[src/rtl/otter_cache_pkg.sv]
// Shared types and geometry helpers for the OTTER instruction cache.
// Field widths are derived from the line count and words per line.
package otter_cache_pkg;

  localparam int WORD_W = 32;
  localparam int BYTE_OFF_W = 2;

  typedef enum logic {
    IDLE = 1'b0,
    FILL = 1'b1
  } state_t;

  function automatic int off_bits(input int words);
    return $clog2(words);
  endfunction

  function automatic int idx_bits(input int lines);
    return $clog2(lines);
  endfunction

  function automatic int tag_bits(input int lines, input int words);
    return WORD_W - BYTE_OFF_W - $clog2(words) - $clog2(lines);
  endfunction

endpackage

[src/rtl/icache_data_array.sv]
// Instruction storage: one synchronous write port used by line fills and
// one asynchronous read port so hits return in the same cycle as the PC.
module icache_data_array
  import otter_cache_pkg::*;
#(
  parameter int LINES = 16,
  parameter int WORDS = 4,
  localparam int AW = $clog2(LINES * WORDS)
) (
  input  logic              clk,
  input  logic              we,
  input  logic [AW-1:0]     waddr,
  input  logic [WORD_W-1:0] wdata,
  input  logic [AW-1:0]     raddr,
  output logic [WORD_W-1:0] rdata
);

  logic [WORD_W-1:0] rd_words [LINES*WORDS];

  generate
    for (genvar gi = 0; gi < LINES * WORDS; gi++) begin : g_word
      logic [WORD_W-1:0] word_reg;

      always_ff @(posedge clk) begin
        if (we && (waddr == AW'(gi))) begin
          word_reg <= wdata;
        end
      end

      assign rd_words[gi] = word_reg;
    end
  endgenerate

  assign rdata = rd_words[raddr];

endmodule

[src/rtl/otter_icache.sv]
// Direct-mapped read-only instruction cache for the OTTER fetch stage.
// Misses stall fetch and refill the whole line in order, one word per ack.
module otter_icache
  import otter_cache_pkg::*;
#(
  parameter int LINES = 16,
  parameter int WORDS = 4
) (
  input  logic              CLK,
  input  logic              RESET,
  input  logic [WORD_W-1:0] pc_i,
  input  logic              rd_en_i,
  output logic [WORD_W-1:0] instr_o,
  output logic              hit_o,
  output logic              stall_o,
  input  logic              inval_i,
  output logic              mem_req_o,
  output logic [WORD_W-1:0] mem_addr_o,
  input  logic [WORD_W-1:0] mem_data_i,
  input  logic              mem_ack_i,
  output logic [WORD_W-1:0] miss_cnt_o
);

  localparam int OB = off_bits(WORDS);
  localparam int IB = idx_bits(LINES);
  localparam int TB = tag_bits(LINES, WORDS);

  logic [OB-1:0] pc_off;
  logic [IB-1:0] pc_idx;
  logic [TB-1:0] pc_tag;

  assign pc_off = pc_i[BYTE_OFF_W +: OB];
  assign pc_idx = pc_i[BYTE_OFF_W+OB +: IB];
  assign pc_tag = pc_i[WORD_W-1 -: TB];

  logic unused_byte_off;
  assign unused_byte_off = &{1'b0, pc_i[BYTE_OFF_W-1:0]};

  state_t            state_reg;
  logic [LINES-1:0]  valid_reg;
  logic [LINES-1:0]  valid_next;
  logic [OB-1:0]     cnt_reg;
  logic [IB-1:0]     fill_idx_reg;
  logic [TB-1:0]     fill_tag_reg;
  logic              pend_inval_reg;
  logic [WORD_W-1:0] miss_cnt_reg;
  logic              mem_req_reg;
  logic [WORD_W-1:0] mem_addr_reg;

  logic [TB-1:0] tag_mem [LINES];

  logic tag_match;
  logic miss_start;
  logic fill_ack;
  logic fill_last;

  assign tag_match  = (tag_mem[pc_idx] == pc_tag);
  assign hit_o      = valid_reg[pc_idx] & tag_match & (state_reg == IDLE);
  assign stall_o    = (rd_en_i & ~hit_o) | (state_reg == FILL);
  assign miss_start = (state_reg == IDLE) & rd_en_i & ~hit_o;
  assign fill_ack   = (state_reg == FILL) & mem_ack_i;
  assign fill_last  = fill_ack & (cnt_reg == OB'(WORDS - 1));

  // An invalidate that lands during a fill must also kill the line being filled.
  always_comb begin
    valid_next = valid_reg;
    if (state_reg == IDLE) begin
      if (inval_i) begin
        valid_next = '0;
      end
    end else if (fill_last) begin
      if (pend_inval_reg | inval_i) begin
        valid_next = '0;
      end else begin
        valid_next[fill_idx_reg] = 1'b1;
      end
    end
  end

  always_ff @(posedge CLK or posedge RESET) begin
    if (RESET) begin
      state_reg      <= IDLE;
      valid_reg      <= '0;
      cnt_reg        <= '0;
      fill_idx_reg   <= '0;
      fill_tag_reg   <= '0;
      pend_inval_reg <= 1'b0;
      miss_cnt_reg   <= '0;
      mem_req_reg    <= 1'b0;
      mem_addr_reg   <= '0;
    end else begin
      valid_reg <= valid_next;
      case (state_reg)
        IDLE: begin
          if (miss_start) begin
            state_reg    <= FILL;
            fill_idx_reg <= pc_idx;
            fill_tag_reg <= pc_tag;
            cnt_reg      <= '0;
            miss_cnt_reg <= miss_cnt_reg + 1'b1;
            mem_req_reg  <= 1'b1;
            mem_addr_reg <= {pc_tag, pc_idx, {(OB+BYTE_OFF_W){1'b0}}};
          end
        end
        FILL: begin
          if (inval_i) begin
            pend_inval_reg <= 1'b1;
          end
          if (mem_ack_i) begin
            cnt_reg <= cnt_reg + 1'b1;
            if (cnt_reg == OB'(WORDS - 1)) begin
              state_reg      <= IDLE;
              mem_req_reg    <= 1'b0;
              pend_inval_reg <= 1'b0;
            end else begin
              mem_addr_reg <= mem_addr_reg + WORD_W'(4);
            end
          end
        end
        default: state_reg <= IDLE;
      endcase
    end
  end

  always_ff @(posedge CLK) begin
    if (fill_last) begin
      tag_mem[fill_idx_reg] <= fill_tag_reg;
    end
  end

  icache_data_array #(
    .LINES(LINES),
    .WORDS(WORDS)
  ) u_data (
    .clk  (CLK),
    .we   (fill_ack),
    .waddr({fill_idx_reg, cnt_reg}),
    .wdata(mem_data_i),
    .raddr({pc_idx, pc_off}),
    .rdata(instr_o)
  );

  assign mem_req_o  = mem_req_reg;
  assign mem_addr_o = mem_addr_reg;
  assign miss_cnt_o = miss_cnt_reg;

endmodule

[config.mk]
export PLATFORM = sky130hd
export DESIGN_NAME = otter_icache
export DESIGN_NICKNAME = d
export VERILOG_FILES = /design/src/rtl/otter_cache_pkg.sv /design/src/rtl/icache_data_array.sv /design/src/rtl/otter_icache.sv
export SDC_FILE = /design/constraint.sdc
export NUM_CORES = 2
export LEC_CHECK = 0
export BUFFER_PORTS_ARGS = -buffer_cell sky130_fd_sc_hd__buf_2
export CORE_ASPECT_RATIO = 1.5
export CORE_MARGIN = 2
export CORE_UTILIZATION = 62
export DETAILED_ROUTE_END_ITERATION = 10
export PLACE_DENSITY = 0.83
export SLEW_MARGIN = 0
export SYNTH_ARGS = -nofsm -noshare
export SYNTH_HDL_FRONTEND = slang
export SYNTH_HIERARCHICAL = 1
export SYNTH_SLANG_ARGS = --single-unit
[constraint.sdc]
create_clock -name CLK -period 4.49 [get_ports CLK]
set_input_delay 0.2245 -clock CLK [delete_from_list [all_inputs] [get_ports CLK]]
set_output_delay 0.2245 -clock CLK [all_outputs]
set_load 0.01 [all_outputs]
After elaboration in Yosys (flattened, before gate mapping)

Memories as Yosys holds them, arrays and structs flattened.
Index checks and enable logic that the tools add are counted.

Flip-flop bits (word level): 2161
RAM bits: 384
Bits of input ports: 69
Output and inout port bits: 99
Logic and storage cells: 267
Memories kept: 1

Memories:

| name    | words | width | read ports | clocked after memory_dff | wr ports | line               | source |
|---|---|---|---|---|---|---|---|
| tag_mem | 16    | 24    | 1          | 0                        | 1        | otter_icache.sv:50 | `logic [TB-1:0] tag_mem [LINES];` |

Add/sub/neg operators: 3
$lt $le $gt $ge: 4
Equality and inequality tests: 70
Multiplexer cells: 31
Bitwise gates (word level): 13
Reduce and logical (&&, ||, !) cells: 72

Operators with widths:

| cell                                                        | number |
|---|---|
| binary-select mux 32 bit (select 6 bit)                     | 1 |
| equality test 6 bit (second input constant)                 | 32 |
| 2-to-1 mux 32 bit                                           | 5 |
| equality test 6 x 5 -> 1 bit (second input constant)        | 16 |
| logical AND 1 bit                                           | 65 |
| 2-to-1 mux 16 bit                                           | 4 |
| one-hot mux 32 bit (2 select lines)                         | 1 |
| equality test 6 x 4 -> 1 bit (second input constant)        | 8 |
| adder 32 x 1 -> 32 bit (second input constant)              | 1 |
| adder 32 x 3 -> 32 bit (second input constant)              | 1 |
| equality test 24 bit                                        | 1 |
| equality test 6 x 3 -> 1 bit (second input constant)        | 4 |
| OR 16 bit                                                   | 1 |
| 2-to-1 mux 1 bit                                            | 13 |
| equality test 6 x 2 -> 1 bit (second input constant)        | 2 |
| less-than comparator 4 x 5 -> 1 bit (second input constant) | 2 |
| AND 1 bit                                                   | 7 |
| >= comparator 7 bit (second input constant)                 | 1 |
| NOT 6 -> 7 bit                                              | 1 |
| equality test 6 x 1 -> 1 bit (second input constant)        | 1 |
| zero test 6 bit                                             | 1 |
| != test 2 bit (second input constant)                       | 3 |
| AND reduction 2 bit                                         | 3 |
| AND reduction 3 bit                                         | 2 |
| other kinds (12)                                            | 17 |

Logic depth before layout (Yosys ltp)

Depth in word-level cells: 8
Gate-level depth with buffers: 16
Depth with buffers taken out: 10

Hierarchy

Netlist, hierarchy kept.

Modules (own cells, without submodules):

| module            | times used | cells an instance | area an instance (µm²) |
|---|---|---|---|
| icache_data_array | 1          | 3348              | 77652.0 |
| otter_icache      | 1          | 1246              | 20654.8 |

Worst setup path after synthesis

No wires, ideal clock.

Path type: reg2reg
From: register cnt_reg[1]
To: memory tag_mem[12][0] in the netlist's numbering, enable pin
Setup time: 0.435 ns
Arrival time: 2.858 ns
Path slack: 1.197 ns
Stages on the path, launching flop included: 6
Path buffers: 1
Period minus slack after synthesis: 3.293 ns
Cell sequence: dfrtp_1 ha_1 and3_1 clkbuf_1 nand3_1 nor3_1

Word-level cells in the longest chain between the ends: 4

RTL lines:

| what                                   | line                | source |
|---|---|---|
| from (decl)                            | otter_icache.sv:42  | `logic [OB-1:0] cnt_reg;` |
| from (signal assigned)                 | otter_icache.sv:110 | `cnt_reg <= cnt_reg + 1'b1;` |
| equality test 2 bit                    | otter_icache.sv:62  | `assign fill_last = fill_ack & (cnt_reg == OB'(WORDS - 1));` |
| AND 1 bit                              | otter_icache.sv:62  |  |
| 2-to-1 mux 1 bit                       | otter_icache.sv:126 | `if (fill_last) begin` |
| 2-to-1 mux 1 bit (not written as such) | otter_icache.sv:127 | `tag_mem[fill_idx_reg] <= fill_tag_reg;` |
| to (decl)                              | otter_icache.sv:50  |  |

Every way passes these cells.

Worst setup path in the final report

From: input port pc_i[4]
To: output port instr_o[8]

Word-level cells in the longest chain between the ends: 4

RTL lines:

| what                                                  | line                    | source |
|---|---|---|
| from (decl)                                           | otter_icache.sv:11      | `input logic [WORD_W-1:0] pc_i,` |
| NOT 6 -> 7 bit (not written as such)                  | icache_data_array.sv:34 | `assign rdata = rd_words[raddr];` |
| binary-select mux 32 bit (select 6 bit)               | icache_data_array.sv:34 |  |
| 2-to-1 mux 32 bit (not written as such) (2 in series) | icache_data_array.sv:34 |  |
| to (decl)                                             | otter_icache.sv:13      | `output logic [WORD_W-1:0] instr_o,` |

Every way passes these cells. The select of a mux whose other input is x is not followed.

==> metrics.cfg <==
[placed_design]
dpl.hpwl_mm = 143
portBuffers = 163
gp_congestion = 0.879

[route]
met3_wirelength_mm = 32.9
wl_met1_mm = 83.1
route.vias.total = 53400
wire_per_inst_um = 37.8
top_layer_used = met5
drc_errors = 0
viasPerCell = 7.36
ant_nets = 0
first_pass_iters = 9
wl_mm = 275
wl_met2_mm = 136
first_iter_violations = 8398

[sta]
relSlewSlack = 0.0662
post-route-min-period_ns = 4.11
finalSetupViolCount = 0
clock_skew_ns = 0.0680
setup_tns_ns = 0
maxSlewViolCount = 0
timing.fmax_ghz = 0.243
hold_violations = 0
fin_crit_sh = 0.916
rsz0062_at_grt = false
worst_slew_pin_slew_ns = 1.40

[power]
power.total_mw = 52.2
ir_drop_uv = 464
powerDensity_nw_per_um2 = 473
power_leakage_nw = 35.6

[synthesis]
synth-edff-count = 2432
synthFlopType = edfxtp_1
synth_seq_cells = 2543
postSynthCellCount = 4594
ys_seq_area_frac = 0.771
synth.distinct_cells = 77
synthArstFlopShare = 0.0436
syn_area_um2 = 98300
syn_avg_cell_area_um2 = 21.4
yosys_warnings = 6

[min_path]
hold_class = in2reg

[global_route]
gr-usage-all-layers = 0.343
antenna_found_initial = 13
grt-ovfl-total = 0
grt_max_degree = 72
first_global_vias = 54900
grt_first_pass_wirelength_mm = 389

[cells_and_area]
drive_above_1_share = 0.281
final_cell_mix = edfxtp_1 (2432), mux4_2 (604), clkbuf_16 (213)
largest_register_ff_count = 2048
synthToLayoutAreaGrowth_pct = 12.4
nets = 5052
final_common_cell = edfxtp_1

[floorplanning]
dieArea_um2 = 162000
rows = 179
io_pins = 168
die_x_um = 329
die_y_um = 492
start_util = 0.622
core_um2 = 158000

[clocking]
clock_path_buffers = 3
clockRootBuffer = clkbuf_16
clock_sinks = 2543
htree_num_levels = 4
cts_buffers = 209
post-cts-setup-buffer-count = 0
cts_tree = yes
clk_latency_ns = 0.86
clk_pin_slew_ns = 0.07
cts_resized = 0
postCtsHoldBufs = 30

[worst_setup_path]
worstPathRequired_ns = 4.27
critPathMaxFanout = 46
worstSetupPathType = in2out
cp-start-kind = primary input
cp-end-kind = primary output
crit_arrival_ns = 3.89

[run]
drv_cap = 0

[status]
status = finished clean

==> report_power, final <==
part / total, mW / internal (mW) / switching, mW
combinational: 4.71 / 1.57 / 3.14
clock: 19.1 / 10.5 / 8.67
sequential: 28.4 / 27.4 / 1.02
==> cells by family after synthesis <==
logic type,share of synthesized area
AO/OA/AOI/OAI,0.0306
XOR/XNOR,0.00490
AND/OR/NAND/NOR,0.0254
multiplexers,0.153
adder cells (fa/ha/maj),0.000382
other,0.0000381
buffers and inverters,0.0142
flip-flops,0.771
==> stage by stage <==
stage	worst slack, ns	hold WS, ns	std cells	area, µm²	util
floorplan	1.20	0.323	4595	98300	-
global placement	0.566	0.330	6820	103000	0.652
detailed placement	0.489	0.326	6820	103000	0.652
CTS	0.453	0.00366	7242	110000	0.699
global route	0.190	0.0455	7245	111000	0.699
finish	0.376	0.0413	7259	111000	0.699
==> per-layer routing <==
layer | track usage | up-vias
met4 | 0.233 | 6
met5 | 0 | -
met3 | 0.0744 | 1286
met1 | 0.411 | 27100
li1 | - | 20000
met2 | 0.561 | 5029
==> cell usage after synthesis, drive strengths merged (4+ instances only) <==
library cell  number  area, µm²
edfxtp          2432      73000
mux4             604      13600
nor2             187        704
buf              154        916
a22oi            124        931
nand2            122        458
dfrtp            111       2780
mux2i            100       1000
a21oi             92        460
clkbuf            91        345
o22ai             91        569
nand3             47        235
mux2              41        462
o221ai            39        342
xnor2             39        342
inv               35        131
nor3              33        165
o21ai             32        160
and3              27        169
nand4             21        131
xor2              16        140
nor2b             15       93.8
a31oi             14        103
and2              14       87.6
nand2b            14       95.1
a221o              9       90.1
a22o               9       78.8
and4               6       55.1
nand3b             6       45.0
or3                6       37.5
or4                6       45.0
a211oi             4       30.0
o221a              4       45.0
or2                4       25.0
or3b               4       35.0
==> final cells by class <==
cell class              count  area (µm²)
diodes                     17        42.5
clock buffers             248        5480
clock inverters           144        1690
fillers                  8564       47600
inverters                  36         138
multi-input cells        1771       21700
flip-flops and latches   2543       75800
well taps                2081        2600
repair buffers            419        3110
==> critical path, stage by stage <==
cell,delay (ns)
buf_8,0.30
buf_4,0.60
buf_4,0.75
mux4_2,0.38
mux2i_1,0.10
a22oi_1,0.56
nand2_1,0.30
nor3_1,0.35
buf_2,0.20
==> worst paths after layout <==
check | from | to | slack (ns) | depth (start not counted)
worst min register to register | miss_cnt_o[21] | miss_cnt_o[21] | 0.49 | 1
max in group asynchronous | RESET | valid_reg[2] | 2.87 | 5
worst max-delay path | pc_i[4] | instr_o[8] | 0.38 | 9
worst min-delay path | mem_data_i[11] | u_data/g_word[62].word_reg[11] | 0.04 | 2
worst max register to register | tag_mem[9][13] | fill_tag_reg[9] | 0.89 | 10
min in group asynchronous | RESET | miss_cnt_o[3] | 0.55 | 4
(Power assumes the default switching activity.)
